[src/rtl/fp12_dot_accum.sv]
// fp12_dot_accum
//   Dot-product accumulator for the four FP12 product lanes produced by the
//   FP8 vector multiplier. Each beat's lanes are converted to signed fixed
//   point (LSB = 2^-21), summed by a four-lane adder tree, and accumulated
//   across beats until in_last. One result is emitted per vector.
//
//   Lane format: {sign, exp[4:0], mant[5:0]}, value = (-1)^s * 1.mant * 2^(exp-15).
//   exp=0 is zero; exp=31 is inf/saturated and contributes 0 but flags out_inf.
//
//   Pipeline: S1 lane conversion -> S2 adder tree -> S3 accumulator -> result
//   register. A last beat sampled at edge t shows out_valid after edge t+3.
//
//   Optional build macro FP12ACC_SAT_EN: when defined, accumulator overflow
//   clamps to the signed limit and holds for the rest of the vector. When
//   undefined, the accumulator wraps modulo 2^ACC_W. out_ovf flags either case.
//
// Ports:
//   clk        clock
//   rst        asynchronous active-low reset
//   in_valid   product beat valid
//   in_last    final beat of the vector (qualified by in_valid)
//   pa..pd     product lanes 0..3, 12 bits each
//   out_valid  one-cycle result strobe
//   out_sum    signed fixed-point dot product (ACC_W bits, LSB 2^-21); 0 if out_inf
//   out_inf    some lane in the vector had exp=31
//   out_ovf    accumulator signed overflow occurred in the vector
//   out_beats  valid beats in the vector, saturating at 2^CNT_W-1

module fp12_dot_accum #(
  parameter int ACC_W = 48,  // must be >= 40
  parameter int CNT_W = 8
) (
  input  logic             clk,
  input  logic             rst,
  input  logic             in_valid,
  input  logic             in_last,
  input  logic [11:0]      pa,
  input  logic [11:0]      pb,
  input  logic [11:0]      pc,
  input  logic [11:0]      pd,
  output logic             out_valid,
  output logic [ACC_W-1:0] out_sum,
  output logic             out_inf,
  output logic             out_ovf,
  output logic [CNT_W-1:0] out_beats
);

  // Largest lane magnitude is 127 << 30 (37 bits), plus sign -> 38 bits.
  // Four lanes add two more bits of headroom -> 40 bits.
  localparam int LANE_W = 38;
  localparam int TREE_W = 40;

  function automatic logic signed [LANE_W-1:0] lane_to_fix(input logic [11:0] p);
    logic [4:0]        e;
    logic [LANE_W-1:0] mag;
    e   = p[10:6];
    mag = '0;
    if (e != 5'd0 && e != 5'd31)
      mag = {{(LANE_W-7){1'b0}}, 1'b1, p[5:0]} << e;
    return p[11] ? -mag : mag;
  endfunction

  function automatic logic lane_is_inf(input logic [11:0] p);
    return p[10:6] == 5'd31;
  endfunction

  // ---------------- S1: per-lane conversion ----------------
  logic                     s1_valid, s1_last, s1_inf;
  logic signed [LANE_W-1:0] s1_lane [4];

  // NOTE: sequential state uses non-blocking (<=) so every register samples
  // pre-edge values regardless of statement order.
  always_ff @(posedge clk or negedge rst) begin
    if (!rst) begin
      s1_valid <= 1'b0;
      s1_last  <= 1'b0;
      s1_inf   <= 1'b0;
      // NOTE: this is a four-entry register bank, not a RAM, so it is reset
      // along with the rest of the pipeline; RAM-backed arrays would not be.
      for (int i = 0; i < 4; i++) s1_lane[i] <= '0;
    end else begin
      s1_valid   <= in_valid;
      s1_last    <= in_valid & in_last;
      s1_inf     <= lane_is_inf(pa) | lane_is_inf(pb) | lane_is_inf(pc) | lane_is_inf(pd);
      s1_lane[0] <= lane_to_fix(pa);
      s1_lane[1] <= lane_to_fix(pb);
      s1_lane[2] <= lane_to_fix(pc);
      s1_lane[3] <= lane_to_fix(pd);
    end
  end

  // ---------------- S2: adder tree ----------------
  logic signed [TREE_W-1:0] tree_sum;

  // NOTE: combinational blocks assign every output unconditionally so no
  // latch can be inferred.
  always_comb begin
    tree_sum = TREE_W'(s1_lane[0]) + TREE_W'(s1_lane[1])
             + TREE_W'(s1_lane[2]) + TREE_W'(s1_lane[3]);
  end

  logic             s2_valid, s2_last, s2_inf;
  logic [ACC_W-1:0] s2_sum;

  always_ff @(posedge clk or negedge rst) begin
    if (!rst) begin
      s2_valid <= 1'b0;
      s2_last  <= 1'b0;
      s2_inf   <= 1'b0;
      s2_sum   <= '0;
    end else begin
      s2_valid <= s1_valid;
      s2_last  <= s1_last;
      s2_inf   <= s1_inf;
      s2_sum   <= ACC_W'(tree_sum);  // signed cast sign-extends
    end
  end

  // ---------------- S3: accumulator ----------------
  logic             first_beat;
  logic [ACC_W-1:0] acc;
  logic             inf_st, ovf_st;
  logic [CNT_W-1:0] beat_cnt;
  logic             s3_done;

  logic [ACC_W-1:0] acc_sum;
  logic             add_ovf;
  logic [CNT_W-1:0] beat_inc;

  always_comb begin
    acc_sum  = acc + s2_sum;
    // Same-sign operands producing a different-sign result.
    add_ovf  = (acc[ACC_W-1] == s2_sum[ACC_W-1]) && (acc_sum[ACC_W-1] != acc[ACC_W-1]);
    beat_inc = (beat_cnt == {CNT_W{1'b1}}) ? beat_cnt : beat_cnt + CNT_W'(1);
  end

  always_ff @(posedge clk or negedge rst) begin
    if (!rst) begin
      first_beat <= 1'b1;
      acc        <= '0;
      inf_st     <= 1'b0;
      ovf_st     <= 1'b0;
      beat_cnt   <= '0;
      s3_done    <= 1'b0;
    end else begin
      s3_done <= s2_valid & s2_last;
      if (s2_valid) begin
        first_beat <= s2_last;
        if (first_beat) begin
          // A tree sum always fits, so the first beat can never overflow.
          acc      <= s2_sum;
          inf_st   <= s2_inf;
          ovf_st   <= 1'b0;
          beat_cnt <= CNT_W'(1);
        end else begin
          inf_st   <= inf_st | s2_inf;
          beat_cnt <= beat_inc;
`ifdef FP12ACC_SAT_EN
          if (ovf_st) begin
            acc <= acc;  // stay clamped until the vector ends
          end else if (add_ovf) begin
            acc    <= acc[ACC_W-1] ? {1'b1, {(ACC_W-1){1'b0}}}
                                   : {1'b0, {(ACC_W-1){1'b1}}};
            ovf_st <= 1'b1;
          end else begin
            acc <= acc_sum;
          end
`else
          acc <= acc_sum;
          if (add_ovf) ovf_st <= 1'b1;
`endif
        end
      end
    end
  end

  // ---------------- Result register ----------------
  // Reads the S3 state from the edge that absorbed the last beat; a new
  // vector starting in the same cycle overwrites S3 only after this load.
  always_ff @(posedge clk or negedge rst) begin
    if (!rst) begin
      out_valid <= 1'b0;
      out_sum   <= '0;
      out_inf   <= 1'b0;
      out_ovf   <= 1'b0;
      out_beats <= '0;
    end else begin
      out_valid <= s3_done;
      if (s3_done) begin
        out_sum   <= inf_st ? '0 : acc;
        out_inf   <= inf_st;
        out_ovf   <= ovf_st;
        out_beats <= beat_cnt;
      end
    end
  end

endmodule

[config.mk]
export PLATFORM = sky130hd
export DESIGN_NAME = fp12_dot_accum
export DESIGN_NICKNAME = d
export VERILOG_FILES = /design/src/rtl/fp12_dot_accum.sv
export SDC_FILE = /design/constraint.sdc
export NUM_CORES = 1
export LEC_CHECK = 0
export ABC_AREA = 1
export CAP_MARGIN = 20
export CORE_ASPECT_RATIO = 1.4
export CORE_MARGIN = 10
export CORE_UTILIZATION = 50
export CTS_CLUSTER_DIAMETER = 120
export DETAILED_ROUTE_END_ITERATION = 10
export PLACE_DENSITY_LB_ADDON = 0.25
export SLEW_MARGIN = 15
export SYNTH_ARGS = -nofsm -noshare
export SYNTH_HDL_FRONTEND = slang
export SYNTH_SLANG_ARGS = --single-unit
[constraint.sdc]
create_clock -name clk -period 3.7 [get_ports clk]
set_input_delay 0.37 -clock clk [delete_from_list [all_inputs] [get_ports clk]]
set_output_delay 0.37 -clock clk [all_outputs]
set_load 0.01 [all_outputs]
# Word-level counts from Yosys, hierarchy flattened
# Cells that the tools add are included.
[totals]
ff_bits = 317
wordCells = 80
[op_classes]
n_addsub = 9
eq_ne = 12
shifts = 4
mux = 15
bitwise = 6
reduce_logical = 12
[op_table]
columns = ["cell", "n"]
rows = [
  ["2-to-1 mux 38 bit", 8],
  ["negator 38 bit", 4],
  ["<< shifter 7 x 5 -> 38 bit", 4],
  ["2-to-1 mux 48 bit", 2],
  ["adder 48 bit", 1],
  ["adder 39 x 38 -> 40 bit", 1],
  ["adder 40 x 38 -> 40 bit", 1],
  ["adder 38 x 38 -> 39 bit", 1],
  ["equality test 5 bit (second input constant)", 4],
  ["!= test 5 bit (second input constant)", 4],
  ["nonzero test 5 bit", 4],
  ["2-to-1 mux 8 bit", 2],
  ["adder 8 x 1 -> 8 bit (second input constant)", 1],
  ["equality test 8 bit (second input constant)", 1],
  ["logical AND 1 bit", 5],
  ["OR 1 bit", 4],
  ["AND reduction 2 bit", 2],
  ["2-to-1 mux 1 bit", 3],
  ["bitwise AND 1 bit", 2],
  ["!= test 2 bit (second input constant)", 1],
  ["nonzero test 2 bit", 1],
  ["equality test 1 bit", 1],
  ["!= test 1 bit", 1],
]

# Logic depth before layout (Yosys ltp)
[depth]
word_depth = 5
ltp_mapped = 18
mapped_depth_nobuf = 18

# Worst setup path after synthesis
# No wires, ideal clock.
[synth_timing]
path_kind = "register to register"
start = "register s1_lane[1] (netlist bit)"
end = "register s2_sum[27]"
setup_time_ns = 0.117
arrival_ns = 3.117
path_slack_ns = 0.467
path_stages_with_launch = 19
synth_period_minus_slack_ns = 3.233
path_cell_list = "dfrtp_1 inv_1 fa_1 inv_1 fa_1 ha_1 fa_1 nand3_1 nand2_1 a21boi_1 inv_1 nand2_1 nand2_1 a21oi_1 o21ai_1 nand2_1 nand2_1 nand2_1 nand2_1"
[synth_between]
elab_chain_cells = 1
[synth_lines]
columns = ["item", "line", "text"]
rows = [
  ["start, declared", "69", "logic signed [LANE_W-1:0] s1_lane [4];"],
  ["adder 40 x 38 -> 40 bit", "99", "+ TREE_W'(s1_lane[2]) + TREE_W'(s1_lane[3]);"],
  ["via tree_sum[27]", "93", "logic signed [TREE_W-1:0] tree_sum;"],
  ["end signal, assigned", "115", "s2_sum <= ACC_W'(tree_sum);"],
  ["end, declared", "103", "logic [ACC_W-1:0] s2_sum;"],
]
# The timed path passes the listed nets, and every way through them passes these cells.
# A chain may end at the register's enable or synchronous reset.

# Worst setup path in the final report
[layout_timing]
start = "register s1_lane[22] (netlist bit)"
end = "register s2_sum[37]"
# Same word-level chain as after synthesis.

==> out/qor.csv <==
stage;metric;value;unit
power;p_per_area;783;nW/um2
placed_design;hpwlAfterDp;67.6;mm
final_layout;drive_gt1_frac;0.0853;
global_route;grt_usage;0.266;
die;core_area;51000;um2
yosys;synth_async_sr_flop_share;1.00;
final_layout;layout_commonest_cell;nand2_1;
global_route;grt_pass1_vias;23800;
yosys;syn-cell-area;25700;um2
timing;fin_skew;0.0150;ns
final_layout;fillers;4958;
yosys;syn_avg_cell_area;7.07;um2
cts;cts_setup_buffers;0;
yosys;synth_top_cell_by_area;dfrtp_1;
timing;max_freq;0.282;GHz
placed_design;gp_congestion;1.05;
detailed_routing;wl_per_cell;18.3;um
detailed_routing;drcViolationCount;0;
global_route;use_met3;0.0225;
final_layout;final_cell_mix;nand2_1, inv_1, nor2_1;
critical_path;r2r_slack;0.16;ns
cts;h-tree-depth;1;
detailed_routing;postRouteAntennaNets;0;
critical_path;crit_arrival;4.02;ns
global_route;grt_antenna_before_repair;2;
critical_path;crit_type;register to register;
cts;clockBufferDepth;3;
status;status;completed;
yosys;synth_flop_cell;dfrtp_1;
placed_design;io_buffers;110;
detailed_routing;drtIter0Drc;1530;
die;rows;98;
critical_path;r2r-start;s1_lane[22];
yosys;synth_edf_count;0;
yosys;ys_warn_count;0;
die;die_w;212;um
global_route;grt_pass1_wl;127;mm
cts;clock_latency;0.60;ns
final_layout;area_growth;12.3;%
cts;clkSinkCount;317;
worst_hold_path;whs_path_depth;1;
global_route;grt_busiest_layer;met2;
timing;min_period;3.54;ns
critical_path;worst-r2r-cell-count;14;
detailed_routing;dr_total_vias;24100;
timing;rsz0062_at_grt;no;
yosys;syn_inst;3635;
cts;cts_buffers;31;
critical_path;crit_path_end_kind;register;
die;die_h;288;um
yosys;ys_seq_area_frac;0.309;
critical_path;reg2reg_to;s2_sum[37];
die;dieArea;61000;um2
worst_hold_path;holdPathEnd;s1_valid;
global_route;use_met2;0.495;
final_layout;final_nets;3982;
yosys;synth.top_cell.area_share;0.308;
worst_hold_path;worstHoldStart;in_valid;
cts;cts_tree;built;
detailed_routing;drt-total-wl;81.3;mm
timing;max_slew_margin;0.345;
power;peakVddDrop;0.477;mV
global_route;gr-total-overflow;0;
timing;worstMarginPinSlew;0.982;ns
global_route;grt_max_degree;90;
power;leakagePower;14.9;nW
timing;slew_viol_final;0;
yosys;synth_cell_type_count;55;
die;start_util;0.504;
power;total_power;22.6;mW
cts;root_buffer;clkbuf_16;
global_route;grt_util_met1;0.278;
yosys;synth_area_leaders;dfrtp_1, nand2_1, inv_1;
die;pin_count;111;
timing;fin_crit_sh;0.957;
cts;path_clk_slew;0.07;ns
worst_hold_path;hold_path.class;primary input to register;
critical_path;worst-path-max-fanout;5;
detailed_routing;drtPass1Iterations;7;
placed_design;dpl.cell_count;4377;
yosys;ys_ff_latch;317;
detailed_routing;via_per_inst;5.43;
timing;finalHoldViolCount;0;
timing;setup_viol;0;
final_layout;fin_cells;4437;
flow_run;cap_violations;0;
critical_path;startpoint_type;register;
critical_path;cp_data_required_time;4.18;ns
==> cells by family (layout without fill, tap and decap cells) <==
kind of cell,after synthesis,count (layout),synth area share
simple gates,1907,1907,0.334
buf+inv,636,780,0.0981
compound gates,479,479,0.110
flops,317,317,0.309
fa+ha+maj,169,169,0.105
xor+xnor,125,125,0.0429
other cells,2,10,0.000292
==> area by class of cell <==
cell class	instances	area, um2	share of cell area
antenna	2	5.00	0.000174
tap	650	813	0.0282
inverter	552	2090	0.0724
clock buffer	40	850	0.0295
clock inverter	17	240	0.00833
timing repair buffer	171	1600	0.0556
multi-input combinational	2688	15300	0.531
sequential	317	7940	0.275
==> cells in the mapped netlist, types with 73 or more instances <==
library cell / instances
nand2_1: 955
inv_1: 526
nor2_1: 333
nand3_1: 331
dfrtp_1: 316
o21ai_0: 186
a21oi_1: 140
nand4_1: 94
ha_1: 91
xor2_1: 81
fa_1: 78
nand2_2: 73
==> metrics by stage <==
step	instance area [um2]	hold slack, ns	worst slack, ns	TNS (ns)	utilization
3_3_place_gp	27700	0.335	-0.0441	-0.0441	0.543
5_1_grt	28800	0.246	0.00880	0	0.565
4_1_cts	28800	0.235	0.0792	0	0.565
6_report	28800	0.253	0.160	0	0.565
2_1_floorplan	25700	0.0744	0.467	0	-
3_5_place_dp	27700	0.343	-0.0626	-0.0626	0.543
==> per-layer routing <==
| metal | share of wire | routed length [um] |
|---|---|---|
| met1 | 0.37 | 29800 |
| met2 | 0.52 | 42600 |
| met3 | 0.034 | 2750 |
| met4 | 0.075 | 6090 |
| met5 | 0.00016 | 13 |
==> report_power, final <==
part	internal [mW]	switching [mW]
sequential	4.50	0.704
combinational	5.05	8.99
clock	1.98	1.39
==> worst max-delay path: stages (launching register included) <==
cell and delay [ns]:
dfrtp_1 0.35, inv_1 0.07, fa_1 0.49, fa_1 0.53, inv_1 0.05, ha_1 0.36, inv_1 0.10, o21bai_1 0.11
a21oi_1 0.34, o21ai_0 0.19, a21oi_2 0.24, nand3_1 0.26, nand2_1 0.13, nand2_1 0.06, xor2_1 0.14
==> worst max path at each step <==
stage / startpoint / endpoint / cells after the start
floorplan: s1_lane[1] / s2_sum[27] / 18
global placement: s1_lane[19] / s2_sum[37] / 15
detailed placement: s1_lane[19] / s2_sum[37] / 15
CTS: s1_lane[62] / s2_sum[37] / 15
global route: s1_lane[1] / s2_sum[31] / 18
finish: s1_lane[22] / s2_sum[37] / 14
==> registers in the layout (all words and copies together), names as in the netlist, 8 cells and up <==
register	cells
out_sum	48
s1_lane	152
out_beats	8
s2_sum	40
acc	48
beat_cnt	8
==> repair_timing <==
action                                  CTS  global route
endpoints found under the setup margin    1             9
hold endpoints to repair                 74             0
gates resized for setup                   1             9
hold buffers                              1             0
Note: power is estimated with default switching activity, not from simulation.
